[src/rtl/hazard_stall.sv]
// Load-use / operand-timing stall unit with E/M producer tracking and mult/div busy counter.
// Latency: Stall, MD_Busy and Tnew_* are combinational from Instr_D and registered state (0 cycles).
// Backpressure: Stall holds PC and IF/ID and turns the ID/EX slot into a bubble; no upstream handshake.
module hazard_stall #(
    parameter int MULT_CYCLES = 5,
    parameter int DIV_CYCLES  = 10
) (
    input  logic        clk,
    input  logic        reset,
    input  logic [31:0] Instr_D,
    output logic        Stall,
    output logic        MD_Busy,
    output logic [1:0]  Tnew_E,
    output logic [1:0]  Tnew_M
);

    localparam int MAX_CYC = (DIV_CYCLES > MULT_CYCLES) ? DIV_CYCLES : MULT_CYCLES;
    localparam int CNT_W   = ($clog2(MAX_CYC + 1) > 4) ? $clog2(MAX_CYC + 1) : 4;

    // One tracked in-flight write: destination register and cycles until its result exists.
    typedef struct packed {
        logic [4:0] addr;
        logic [1:0] tnew;
    } rec_t;

    rec_t             e_q, e_d;
    rec_t             m_q, m_d;
    logic [CNT_W-1:0] cnt_q, cnt_d;

    logic [5:0] opcode, funct;
    logic [4:0] rs, rt, rd;
    logic       is_r, r_alu, i_alu, is_lui, is_lw, is_sw, is_br, is_jr, is_jal;
    logic       is_mult, is_div, is_mfhilo, is_mthilo;
    logic       use_rs, use_rt;
    logic [1:0] tuse_rs, tuse_rt;
    logic [4:0] dest_d;
    logic [1:0] tnew_d;
    logic       stall_rs, stall_rt, stall_md, md_start;
    logic       unused_shamt;

    assign opcode       = Instr_D[31:26];
    assign funct        = Instr_D[5:0];
    assign rs           = Instr_D[25:21];
    assign rt           = Instr_D[20:16];
    assign rd           = Instr_D[15:11];
    assign unused_shamt = ^Instr_D[10:6];

    // Instruction class decode.
    always_comb begin
        is_r      = (opcode == 6'h00);
        r_alu     = is_r && (funct == 6'h20 || funct == 6'h21 || funct == 6'h22 || funct == 6'h23 ||
                             funct == 6'h24 || funct == 6'h25 || funct == 6'h26 || funct == 6'h27 ||
                             funct == 6'h2a || funct == 6'h2b);
        is_jr     = is_r && (funct == 6'h08);
        is_mfhilo = is_r && (funct == 6'h10 || funct == 6'h12);
        is_mthilo = is_r && (funct == 6'h11 || funct == 6'h13);
        is_mult   = is_r && (funct == 6'h18 || funct == 6'h19);
        is_div    = is_r && (funct == 6'h1a || funct == 6'h1b);
        i_alu     = (opcode >= 6'h08) && (opcode <= 6'h0e);
        is_lui    = (opcode == 6'h0f);
        is_lw     = (opcode == 6'h23);
        is_sw     = (opcode == 6'h2b);
        is_br     = (opcode == 6'h04) || (opcode == 6'h05);
        is_jal    = (opcode == 6'h03);
    end

    // Operand use times (Tuse) and the producer record this instruction would carry into E.
    always_comb begin
        use_rs  = 1'b0;
        use_rt  = 1'b0;
        tuse_rs = 2'd0;
        tuse_rt = 2'd0;
        dest_d  = 5'd0;
        tnew_d  = 2'd0;
        if (is_br) begin
            use_rs = 1'b1;
            use_rt = 1'b1;
        end
        if (is_jr) begin
            use_rs = 1'b1;
        end
        if (r_alu || is_mult || is_div) begin
            use_rs  = 1'b1;
            use_rt  = 1'b1;
            tuse_rs = 2'd1;
            tuse_rt = 2'd1;
        end
        if (i_alu || is_lw || is_sw || is_mthilo) begin
            use_rs  = 1'b1;
            tuse_rs = 2'd1;
        end
        if (is_sw) begin
            use_rt  = 1'b1;
            tuse_rt = 2'd2;
        end
        if (r_alu || is_mfhilo) begin
            dest_d = rd;
            tnew_d = 2'd1;
        end else if (i_alu || is_lui) begin
            dest_d = rt;
            tnew_d = 2'd1;
        end else if (is_lw) begin
            dest_d = rt;
            tnew_d = 2'd2;
        end else if (is_jal) begin
            dest_d = 5'd31;
            tnew_d = 2'd0;
        end
    end

    // An operand is blocked if either tracked producer of it cannot deliver by its use time.
    function automatic logic blocked(input logic [4:0] src, input logic [1:0] tuse,
                                     input rec_t e, input rec_t m);
        return (src != 5'd0) &&
               (((src == e.addr) && (e.tnew > tuse)) || ((src == m.addr) && (m.tnew > tuse)));
    endfunction

    // Stall sources combine from decode and registered state only, so no loop through Stall.
    always_comb begin
        stall_rs = use_rs && blocked(rs, tuse_rs, e_q, m_q);
        stall_rt = use_rt && blocked(rt, tuse_rt, e_q, m_q);
        stall_md = (is_mult || is_div || is_mfhilo || is_mthilo) && (cnt_q != '0);
        Stall    = stall_rs || stall_rt || stall_md;
        MD_Busy  = (cnt_q != '0);
        Tnew_E   = e_q.tnew;
        Tnew_M   = m_q.tnew;
    end

    // Next state: advance E into M with saturating Tnew decrement, bubble E on stall, run MD counter.
    always_comb begin
        m_d.addr = e_q.addr;
        m_d.tnew = (e_q.tnew != 2'd0) ? e_q.tnew - 2'd1 : 2'd0;
        e_d      = Stall ? '0 : '{addr: dest_d, tnew: tnew_d};
        md_start = (is_mult || is_div) && !Stall;
        cnt_d    = cnt_q;
        if (md_start) begin
            cnt_d = is_div ? CNT_W'(DIV_CYCLES) : CNT_W'(MULT_CYCLES);
        end else if (cnt_q != '0) begin
            cnt_d = cnt_q - 1'b1;
        end
    end

    // State registers; reset clears all tracking immediately.
    always_ff @(posedge clk or posedge reset) begin
        if (reset) begin
            e_q   <= '0;
            m_q   <= '0;
            cnt_q <= '0;
        end else begin
            e_q   <= e_d;
            m_q   <= m_d;
            cnt_q <= cnt_d;
        end
    end

endmodule

[config.mk]
export PLATFORM = sky130hd
export DESIGN_NAME = hazard_stall
export DESIGN_NICKNAME = d
export VERILOG_FILES = /design/src/rtl/hazard_stall.sv
export SDC_FILE = /design/constraint.sdc
export NUM_CORES = 1
export LEC_CHECK = 0
export ABC_CLOCK_PERIOD_IN_PS = 3100
export CAP_MARGIN = 5
export CORE_MARGIN = 5
export CORE_UTILIZATION = 48
export DETAILED_ROUTE_END_ITERATION = 12
export PLACE_DENSITY = 0.77
export SLEW_MARGIN = 15
export SYNTH_ARGS = -nofsm -noshare
export SYNTH_HDL_FRONTEND = slang
export SYNTH_SLANG_ARGS = --single-unit
export TNS_END_PERCENT = 100
[constraint.sdc]
create_clock -name clk -period 3.1 [get_ports clk]
set_input_delay 0.62 -clock clk [delete_from_list [all_inputs] [get_ports clk]]
set_output_delay 0.62 -clock clk [all_outputs]
set_load 0.02 [all_outputs]
==> results by stage, run 1 <==
Global routing:
- The first global-routing pass estimated ~7200 um of wire.
- The via count of the first global-routing pass is about 1600.
- The global-route total usage across every layer is between 20% and 30%.
- Entering global routing, the biggest net connects 19 pins.
- The total grt overflow is 0.
- The initial antenna violation count came to 0.

Route:
- In the routed design, unresolved DRC markers number 0.
- The first detailed-routing pass took 4 iterations.
- The via count is 1605.
- The post-detailed-route count of antenna-violating nets is 0.
- In the routed layout, each cell is associated on average with a via count of between 5 and 6.
- Wires add up to around 4800 um.
- Dividing the detail-routed wire length by the instance count gives about 17 um.
- The detailed router finished its first iteration with a little over 80 violations.

Floorplanning:
- The I/O pin total is 40.
- The core outline area is 2980 um^2.
- Measured along the y axis, the die boundary spans 65.1 um.
- For this configuration, the core starts out at a cell density of between 40% and 50%.
- In this run the horizontal extent of the chip is 65.1 um.
- The total number of placement rows is 20.
- The area of the die is ~4200 um^2.

Timing:
- Setup repair after global routing could not meet its margin everywhere.
- The measured slew at the worst slew-check pin is about 690 ps.
- The worst hold-check slack is about 450 ps.
- The maximum clock skew at final layout is 1.34 ps.
- The worst path uses 103% of the clock period.
- The worst relative slew slack is 53.8%.
- In the post-route analysis, the smallest setup slack over all paths is -91.7 ps.
- The count of final max-slew check failures was 0.
- The number of setup violations in the final report is 1.
- The final-report hold violation count is 0.
- Based on the critical path, the design can be clocked at up to between 300 and 400 MHz.
- Counting I/O delays and the setup requirement, the final critical path takes approximately 3200 ps.
- The final total negative setup slack is -91.7 ps.

Yosys:
- The part of the Yosys area used for sequential elements is around 31%.
- In this run, synthesis produced a sequential element count of 18.
- The share of synthesized registers carrying an async set or reset is 100%.
- The dominant register cell in the synthesized netlist is sky130_fd_sc_hd__dfrtp_1.
- After synthesis the cells add up to around 1500 um^2.
- For this run, the number of Yosys warnings is 0.
- The number of enable flip-flop cells after synthesis is 0.
- Counting every net in the synthesized netlist gives 200.
- Synthesis handed over a netlist of 160 instances.
- A synthesized cell averages between 9 and 10 um^2.
- After synthesis, the netlist uses 49 different library cells.

Placement:
- The area after detailed placement is around 2000 um^2.
- Prior to clock tree synthesis, the placed netlist has a worst setup slack of -1070 ps.
- The half-perimeter wire length of the detailed placement result is 3230 um.
- The routability congestion estimate is about 0.86.
- During placement, the flow inserted port buffers numbering 34.

Power:
- IR analysis of the VDD net gives a maximum drop of around 0.00021 V.
- Power spread over the standard cell area amounts to 315 nW/um^2.
- The static leakage is 0.00104 uW.

Worst setup path:
- The cell seen most often among critical-path stages is sky130_fd_sc_hd__buf_4.
- The largest individual stage delay along the critical path comes from the cell sky130_fd_sc_hd__o221ai_1.
- The maximum fanout encountered on the critical timing path is 2.
- The arrival time reported for the critical path endpoint is around 2600 ps.
- The critical path goes through buf_6 -> nor4_4 -> nand2_2 -> buf_4 -> buf_4 -> buf_4 -> buf_4 -> o221ai_1 -> nand3_2 -> o221ai_2 -> or2_1 -> buf_6.
- The category of the most critical setup path is input port to output pin.
- The worst setup path is launched from an input port.
- For this run, the slowest stage of the critical path takes roughly 360 ps.
- Together, buffers and inverters on the worst path number 6.
- The cell family contributing the most delay on the critical path is buffers and inverters.
- The kind of end point of the critical path is an output pin.
- At the worst endpoint, the required time is ~2500 ps.

Layout:
- In the final design database the tool counted between 200 and 300 nets.
- The area added between synthesis and finish is 62.1%.
- Cells fill 79.4% of the core in the end.
- The library cells used most frequently in the layout, excluding fill and tap cells, are sky130_fd_sc_hd__buf_4 (49), sky130_fd_sc_hd__clkdlybuf4s50_1 (21), sky130_fd_sc_hd__dfrtp_1 (18).
- The total of fill cells in the finished design is between 150 and 200.
- The ratio of cells with drive above 1 in the final layout is between 40% and 50%.
- The multi-input combinational cells in the finished layout cover a total of between 1000 and 1500 um^2.
- 0 antenna diodes ended up in the layout.
- The area taken by flip-flops and latches is approximately 450 um^2.
- The library cell used most frequently in the layout, excluding fill and tap cells, is sky130_fd_sc_hd__buf_4.
- Summing all non-filler instances in the final layout gives an area of around 2400 um^2.

Clocking:
- The number of sinks on the clock net is 18.
- The clock-pin slew on the worst setup and hold paths is roughly 90 ps.
- The maximum buffer depth of the clock tree is 2.
- The CTS tree is yes.
- The tree is rooted in a sky130_fd_sc_hd__clkbuf_4.
- The CTS buffer count is 3.
- The clock reaches the later pin of the worst-skew pair after 290 ps.
- CTS built an H-tree with a depth of 1.

Worst hold path:
- The type of the tightest min-delay check is register to register.

Run status:
- The run finished, with violations left.
- The final reports fail on setup timing.

Run:
- Across the run, the number of max-cap violations was 0.
## sequential cells by signal, summed over array words and instances, names as in the netlist
register,flops
e_q,5
Tnew_E,2
Tnew_M,2
cnt_q,4
m_q,5
## layer usage
layer  vias to the layer above  global-route usage [%]  wire length (um)
li1                        745                       -                 -
met1                       774                    23.5              1800
met2                        68                    42.3              2560
met3                        18                    1.71               251
met4                         0                    9.59               169
met5                         -                       0                 0
## synth_stat cells (2+ instances only)
| master | instances | area share (%) |
|---|---|---|
| sky130_fd_sc_hd__buf_4 | 4 | 2.1 |
| sky130_fd_sc_hd__a21oi_2 | 2 | 1.2 |
| sky130_fd_sc_hd__nor2_1 | 15 | 3.9 |
| sky130_fd_sc_hd__o221ai_2 | 2 | 2.1 |
| sky130_fd_sc_hd__o21ai_0 | 6 | 2.1 |
| sky130_fd_sc_hd__nand2b_1 | 2 | 0.86 |
| sky130_fd_sc_hd__a21oi_1 | 4 | 1.4 |
| sky130_fd_sc_hd__o211ai_1 | 2 | 1.0 |
| sky130_fd_sc_hd__a21o_1 | 2 | 1.0 |
| sky130_fd_sc_hd__nand2_1 | 7 | 1.8 |
| sky130_fd_sc_hd__xnor2_1 | 17 | 10 |
| sky130_fd_sc_hd__a2bb2oi_1 | 5 | 3.0 |
| sky130_fd_sc_hd__o221ai_1 | 2 | 1.2 |
| sky130_fd_sc_hd__mux2_1 | 2 | 1.5 |
| sky130_fd_sc_hd__inv_1 | 10 | 2.6 |
| sky130_fd_sc_hd__o31ai_1 | 2 | 1.0 |
| sky130_fd_sc_hd__and3_1 | 3 | 1.3 |
| sky130_fd_sc_hd__nor3_1 | 12 | 4.1 |
| sky130_fd_sc_hd__nand3_1 | 3 | 1.0 |
| sky130_fd_sc_hd__nand4_1 | 3 | 1.3 |
| sky130_fd_sc_hd__ha_1 | 6 | 5.1 |
| sky130_fd_sc_hd__dfrtp_1 | 18 | 31 |
| sky130_fd_sc_hd__xor2_1 | 5 | 3.0 |
## per-stage QoR
step / power (uW) / std cells
after floorplan: 472 / 160
after global placement: 576 / 253
after detailed placement: 594 / 253
after CTS: 721 / 269
after global routing: 800 / 276
final: 745 / 276
## layout make-up
cell class	count	area share, %
clock buffer	3	0.952
multi-input combinational	127	46.5
sequential	18	19.0
timing repair buffer	85	30.2
tap	33	1.75
inverter	10	1.59
## timing repair
action	CTS	global route
pin swaps	15	20
buffers inserted	13	7
setup endpoints to repair	1	1
cloned	0	0
hold buffers	0	0
resized for setup	70	31
## cell families after synthesis
logic type,Yosys count,share of synthesized area [%]
multiplexers,3,2.23
adder cells (fa/ha/maj),6,5.15
AO/OA/AOI/OAI,31,16.5
AND/OR/NAND/NOR,65,27.2
buffers and inverters,15,4.89
flip-flops,18,30.9
XOR/XNOR,22,13.2
## where the power goes
part | internal [uW] | leakage (uW) | switching, uW
Sequential | 271 | 0.000237 | 27.7
Clock | 45.2 | 0.0000138 | 66.5
Combinational | 177 | 0.000789 | 157
Total | 493 | 0.00104 | 251
## worst paths after layout
path	startpoint	to	cells past startpoint	slack, ps
max	Instr_D[29]	Stall	12	-90
min	e_q[3]	m_q[3]	0	450
max reg2reg	Tnew_E[0]	cnt_q[1]	10	850
min reg2reg	e_q[3]	m_q[3]	0	450
max in group asynchronous	reset	m_q[2]	2	1940
min in group asynchronous	reset	cnt_q[0]	2	730
Note: power is estimated with default switching activity, not from simulation.
==> run 2: changes to the inputs <==
Settings changed: SLEW_MARGIN 15 to unset.
==> results of run 2 <==
Final layout, timing and power as in run 1 (identical DEF).
